## src/rtl/imm_pkg.sv

```systemverilog
// Shared types and field layout for the immediate packer and its loader.
package imm_pkg;

  typedef enum logic [1:0] {
    IMM_I = 2'b00,
    IMM_S = 2'b01,
    IMM_B = 2'b10,
    IMM_J = 2'b11
  } imm_src_t;

  typedef enum logic [1:0] {
    ERR_NONE     = 2'b00,
    ERR_RANGE    = 2'b01,
    ERR_MISALIGN = 2'b10
  } err_code_t;

  // Word bit positions of each immediate fragment
  localparam int unsigned I_IMM_LSB  = 20;
  localparam int unsigned S_HI_LSB   = 25;
  localparam int unsigned S_LO_LSB   = 7;
  localparam int unsigned B_SIGN_BIT = 31;
  localparam int unsigned B_HI_LSB   = 25;
  localparam int unsigned B_LO_LSB   = 8;
  localparam int unsigned B_B11_BIT  = 7;
  localparam int unsigned J_SIGN_BIT = 31;
  localparam int unsigned J_LO_LSB   = 21;
  localparam int unsigned J_B11_BIT  = 20;
  localparam int unsigned J_HI_LSB   = 12;

  // Word bits owned by the immediate; everything else comes from the base word
  localparam logic [31:0] I_FIELD_MASK = 32'hFFF0_0000;
  localparam logic [31:0] S_FIELD_MASK = 32'hFE00_0F80;
  localparam logic [31:0] B_FIELD_MASK = 32'hFE00_0F80;
  localparam logic [31:0] J_FIELD_MASK = 32'hFFFF_F000;

  // Highest immediate bit that still carries information; above it must be sign copies
  localparam int unsigned I_SIGN_MSB = 11;
  localparam int unsigned S_SIGN_MSB = 11;
  localparam int unsigned B_SIGN_MSB = 12;
  localparam int unsigned J_SIGN_MSB = 20;

  typedef struct packed {
    imm_src_t    src;
    logic [31:0] imm;
    logic [31:0] base;
  } pack_req_t;

  typedef struct packed {
    logic [31:0] word;
    logic        range_err;
    logic        misalign;
  } pack_rsp_t;

  // True when v[31:msb] are all copies of one bit, i.e. v fits a (msb+1)-bit signed field
  function automatic logic fits_signed(input logic [31:0] v, input int unsigned msb);
    logic [31:0] s;
    s = $signed(v) >>> msb;
    return (s == '0) || (s == '1);
  endfunction

endpackage

```

## src/rtl/imm_pack.sv

```systemverilog
// Combinational packer: places a signed immediate into an instruction word
// and flags entries whose value does not fit or is not halfword aligned.
module imm_pack
  import imm_pkg::*;
(
  input  pack_req_t req,
  output pack_rsp_t rsp
);

  logic [31:0] imm;
  assign imm = req.imm;

  // Merge the scattered immediate fragments over the base word and run the checks
  always_comb begin
    rsp = '0;
    unique case (req.src)
      IMM_I: begin
        rsp.word      = (req.base & ~I_FIELD_MASK)
                      | (32'(imm[11:0]) << I_IMM_LSB);
        rsp.range_err = !fits_signed(imm, I_SIGN_MSB);
      end
      IMM_S: begin
        rsp.word      = (req.base & ~S_FIELD_MASK)
                      | (32'(imm[11:5]) << S_HI_LSB)
                      | (32'(imm[4:0])  << S_LO_LSB);
        rsp.range_err = !fits_signed(imm, S_SIGN_MSB);
      end
      IMM_B: begin
        rsp.word      = (req.base & ~B_FIELD_MASK)
                      | (32'(imm[12])   << B_SIGN_BIT)
                      | (32'(imm[10:5]) << B_HI_LSB)
                      | (32'(imm[4:1])  << B_LO_LSB)
                      | (32'(imm[11])   << B_B11_BIT);
        rsp.range_err = !fits_signed(imm, B_SIGN_MSB);
        rsp.misalign  = imm[0];
      end
      IMM_J: begin
        rsp.word      = (req.base & ~J_FIELD_MASK)
                      | (32'(imm[20])    << J_SIGN_BIT)
                      | (32'(imm[10:1])  << J_LO_LSB)
                      | (32'(imm[11])    << J_B11_BIT)
                      | (32'(imm[19:12]) << J_HI_LSB);
        rsp.range_err = !fits_signed(imm, J_SIGN_MSB);
        rsp.misalign  = imm[0];
      end
      default: rsp = '0;
    endcase
  end

endmodule

```

## src/rtl/imm_pack_loader.sv

```systemverilog
// Loader: accepts immediate entries, packs them and writes one instruction
// word per two cycles into consecutive memory words, tracking entry errors.
module imm_pack_loader
  import imm_pkg::*;
#(
  parameter logic [31:0] BASE_ADDR = 32'h0000_0000,
  parameter int          DEPTH     = 64
) (
  input  logic        clk,
  input  logic        reset,
  input  logic        in_valid,
  output logic        in_ready,
  input  logic [1:0]  in_imm_src,
  input  logic [31:0] in_imm,
  input  logic [31:0] in_base,
  input  logic        in_last,
  output logic        mem_we,
  output logic [31:0] mem_addr,
  output logic [31:0] mem_wdata,
  output logic        load_done,
  output logic        err,
  output logic [1:0]  err_code,
  output logic [7:0]  err_count
);

  typedef enum logic [1:0] {
    ST_LOAD  = 2'b00,
    ST_WRITE = 2'b01,
    ST_DONE  = 2'b10
  } state_t;

  // idx is one bit wider than needed so DEPTH=256 compares cleanly
  localparam logic [8:0] LAST_IDX = 9'(DEPTH - 1);

  state_t    state;
  logic [8:0] idx;
  logic      last_q;
  err_code_t err_code_q;
  pack_req_t req;
  pack_rsp_t rsp;
  logic      accept;
  logic      faulty;

  assign req.src  = imm_src_t'(in_imm_src);
  assign req.imm  = in_imm;
  assign req.base = in_base;

  imm_pack u_pack (
    .req (req),
    .rsp (rsp)
  );

  assign accept   = in_valid && in_ready;
  assign faulty   = rsp.range_err || rsp.misalign;
  assign err_code = err_code_q;

  // Load FSM: capture and pack on accept, strobe the write, then advance or finish
  always_ff @(posedge clk or posedge reset) begin
    if (reset) begin
      state      <= ST_LOAD;
      idx        <= '0;
      last_q     <= 1'b0;
      in_ready   <= 1'b1;
      mem_we     <= 1'b0;
      mem_addr   <= BASE_ADDR;
      mem_wdata  <= '0;
      load_done  <= 1'b0;
      err        <= 1'b0;
      err_code_q <= ERR_NONE;
      err_count  <= '0;
    end else begin
      unique case (state)
        ST_LOAD: begin
          if (accept) begin
            state     <= ST_WRITE;
            in_ready  <= 1'b0;
            mem_we    <= 1'b1;
            mem_addr  <= BASE_ADDR + (32'(idx) << 2);
            mem_wdata <= rsp.word;
            last_q    <= in_last;
            // Faulty entries are still written; only the first error kind is kept
            if (faulty) begin
              err <= 1'b1;
              if (err_code_q == ERR_NONE)
                err_code_q <= rsp.range_err ? ERR_RANGE : ERR_MISALIGN;
              if (err_count != 8'hFF)
                err_count <= err_count + 8'd1;
            end
          end
        end
        ST_WRITE: begin
          mem_we <= 1'b0;
          idx    <= idx + 9'd1;
          if (last_q || idx == LAST_IDX) begin
            state     <= ST_DONE;
            load_done <= 1'b1;
          end else begin
            state    <= ST_LOAD;
            in_ready <= 1'b1;
          end
        end
        ST_DONE: begin
          in_ready <= 1'b0;
        end
        default: begin
          state    <= ST_LOAD;
          in_ready <= 1'b1;
        end
      endcase
    end
  end

endmodule

```

## config.mk

```make
export PLATFORM = sky130hd
export DESIGN_NAME = imm_pack_loader
export DESIGN_NICKNAME = d
export VERILOG_FILES = /design/src/rtl/imm_pkg.sv /design/src/rtl/imm_pack.sv /design/src/rtl/imm_pack_loader.sv
export SDC_FILE = /design/constraint.sdc
export NUM_CORES = 1
export LEC_CHECK = 0
export BUFFER_PORTS_ARGS = -buffer_cell sky130_fd_sc_hd__buf_2
export CAP_MARGIN = 25
export CORE_ASPECT_RATIO = 1.5
export CORE_MARGIN = 2
export CORE_UTILIZATION = 44
export CTS_BUF_LIST = sky130_fd_sc_hd__clkbuf_8
export DETAILED_ROUTE_END_ITERATION = 16
export HOLD_SLACK_MARGIN = 0.08
export PLACE_DENSITY = 0.78
export SLEW_MARGIN = 15
export SYNTH_ARGS = -nofsm -noshare
export SYNTH_HDL_FRONTEND = slang
export SYNTH_SLANG_ARGS = --single-unit
```

## constraint.sdc

```tcl
create_clock -name clk -period 2 [get_ports clk]
set_clock_uncertainty 0.15 [all_clocks]
set_input_delay 0.2 -clock clk [delete_from_list [all_inputs] [get_ports clk]]
set_output_delay 0.2 -clock clk [all_outputs]
set_load 0.005 [all_outputs]
```

==> flow_metrics.tcl <==
set metrics [dict create \
    max_freq_ghz 0.5399 \
    crit_path_max_incr_delay_ps 530 \
    status "finished, final reports clean" \
    placeableCoreArea_mm2 0.007179 \
    synthTopCellsByArea "dfrtp_1, nand2_1, mux2i_1, buf_4, xor2_1" \
    grt_max_degree 52 \
    synth-compound-area-share_pct 7.944 \
    synth_edf_count 0 \
    start_util_pct 44.75 \
    cts_buffers 9 \
    grt_pass1_vias 3005 \
    synth_mux_area_share_pct 7.126 \
    ys_seq_area_share_pct 52.22 \
    clk_latency_ps 340 \
    drv_slew 0 \
    synth_top_family_by_area "simple AND/OR/NAND/NOR gates" \
    maxCapViolCount 0 \
    wl_per_cell_um 13.42 \
    die_area_mm2 0.008016 \
    end_kind "flop" \
    syn_area_mm2 0.003213 \
    ios 148 \
    hpwlAfterDp_um 5295 \
    cp.required_ps 2070 \
    fin_nets 576 \
    die_h_um 108.7 \
    cts.reportedPaths.clkPinSlew_ps 70 \
    yosys.area_share.adder_pct 0.7788 \
    synth_seq_cells 67 \
    p_leak_nw 2.594 \
    yosysUniqueCellTypes 44 \
    drt_iter0_markers 221 \
    antenna_cells 0 \
    crit_chain "dlygate4sd3_1, buf_2, a221o_1, a22oi_4, nor2_4, mux2_4" \
    grt_remaining_overflow 0 \
    synth_top_area_share_pct 51.40 \
    setup_violations 0 \
    ys_async_sr_fraction_pct 100.0 \
    total_power_mw 2.877 \
    cp_max_fo 8 \
    cp-start-kind "input pin" \
    row_count 38 \
    post-route-period-util_pct 92.61 \
    p_per_area_mw_per_mm2 624.1 \
    synthSimpleGateAreaFrac_pct 19.39 \
    fin_util_pct 64.22 \
    antenna_found_initial 0 \
    grt_usage_pct 21.64 \
    num_vias 2972 \
    avgViaCountPerCell 4.880 \
    multi_input_area_mm2 0.001366 \
    finalWeightedCongestion 0.8384 \
    design_area_mm2 0.004611 \
    dieWidth_um 73.78 \
    cts_htree_levels 3 \
    postSynthAreaPerCell_um2 9.766 \
    syn_to_final_growth_pct 43.50 \
    synthXorXnorAreaFrac_pct 4.595 \
    fill_cells 587 \
    cts_tree "built" \
    port_buffers 117 \
    yosysWarnings 0 \
    crit_slowest_cell "dlygate4sd3_1" \
    root_buffer "clkbuf_8" \
    yosysTopAreaCell "dfrtp_1" \
    hp-class "input pin to flop" \
    placed_area_mm2 0.003900 \
    drive_gt1_share_pct 31.24 \
    syn_inst 329 \
    synth_flop_cell "dfrtp_1" \
    drt_first_pass_iters 4 \
    grt_pass1_wl_um 13390 \
    cp.arrival_ps 1920 \
    cts_sinks 67 \
    critPathKind "input pin to flop" \
    period_needed_ps 1852 \
    wirelength_um 8172 \
    ant_nets 0 \
    hold_viol_final 0 \
    rsz0062_at_grt "no" \
    cts.path.max_buffers 2 \
    final-seq-area_mm2 0.001678 \
    vdd_drop_max_mv 0.3640 \
    drc 0 \
]
[report_power, final]
group	internal [mW]	leakage (nW)	switching (mW)
Clock	0.699	0.113	0.516
Sequential	1.35	0.922	0
Combinational	0.172	1.56	0.137
[placed cells by master, fill, tap and decap left out, types with 2 or more instances in the layout]
master and instances:
a21oi_1 17, clkbuf_8 9, buf_2 117, nand2_1 82
buf_4 9, dlygate4sd3_1 49, ha_1 2, inv_1 5
clkinv_4 2, mux2i_1 18, o21ai_0 8, nand2b_1 2
nand3_1 5, bufinv_16 2, dfrtp_1 66, nor4_1 6
xnor2_1 4, mux2_2 3, xor2_1 11, nor3_1 5
clkinv_2 3, nor2_1 21, nor3b_1 2, buf_12 2
conb_1 23, nand4_1 9
[cells by family (layout without fill, tap and decap cells)]
group           after synthesis  in the layout
compound gates               38             38
xor+xnor                     16             16
fa+ha+maj                     2              2
buf+inv                      43            201
flops                        67             67
mux                          22             22
other cells                   1             23
simple gates                140            140
[cell usage after synthesis, types with 5 or more instances]
master / number
nand4_1: 9
mux2i_1: 18
xor2_1: 11
dfrtp_1: 66
nor2_1: 21
a21oi_1: 17
nor3_1: 5
buf_4: 23
nand3_1: 5
clkbuf_1: 10
o21ai_0: 9
nand2_1: 82
nor4_1: 6
inv_1: 7
[what timing repair did]
item,4_1_cts,5_1_grt
resized for setup,0,2
setup endpoints to repair,0,3
hold buffers,49,0
hold endpoints to repair,58,0
setup buffers,0,0
[cell type report]
class | count | share of cell area (%)
clock buffer | 9 | 2.687
sequential | 67 | 36.39
clock inverter | 7 | 2.008
multi-input combinational | 241 | 29.63
tap | 100 | 2.714
timing repair buffer | 178 | 25.92
inverter | 7 | 0.6513
[worst paths after layout]
path	slack (ps)	depth (start not counted)	to	from
worst min register to register	320	1	load_done	load_done
max in group asynchronous	800	4	in_ready	reset
min in group asynchronous	270	3	mem_wdata[1]	reset
worst max-delay path	150	6	err_count[1]	in_imm[0]
worst max register to register	190	4	err_count[5]	err_count[0]
worst min-delay path	140	5	mem_wdata[7]	in_base[7]
[worst max-delay path: cells and delay by family]
| family | cells | cell delay [ps] |
|---|---|---|
| muxes | 1 | 300 |
| AOI/OAI and AO/OA | 2 | 690 |
| and+or+nand+nor | 1 | 60 |
| buffers and inverters | 2 | 670 |
[sequential cells by signal (all words and copies together) (netlist names), 2 cells and up]
name	flops
mem_addr	9
err_count	8
mem_wdata	32
err_code	2
state	2
idx	9
[stage by stage]
stage | setup TNS [ps] | hold WS [ps] | setup WS [ps] | std cells
after floorplan | 0 | 155.4 | 172.3 | 351
after global placement | -34.32 | 70.87 | -30.81 | 544
after detailed placement | -125.6 | 90.14 | -81.08 | 544
after CTS | 0 | 126.6 | 137.4 | 609
after global routing | 0 | 170.2 | 85.06 | 609
final | 0 | 144.0 | 147.7 | 609
[per-layer routing]
metal  global-route usage, %  vias to the layer above  share of wire, %
met2                   38.58                      115                55
met1                   23.88                     1423                37
li1                        -                     1412                 -
met3                   4.806                       22               4.9
met5                       0                        -                 0
met4                   10.00                        0               3.4
(Power assumes the default switching activity.)
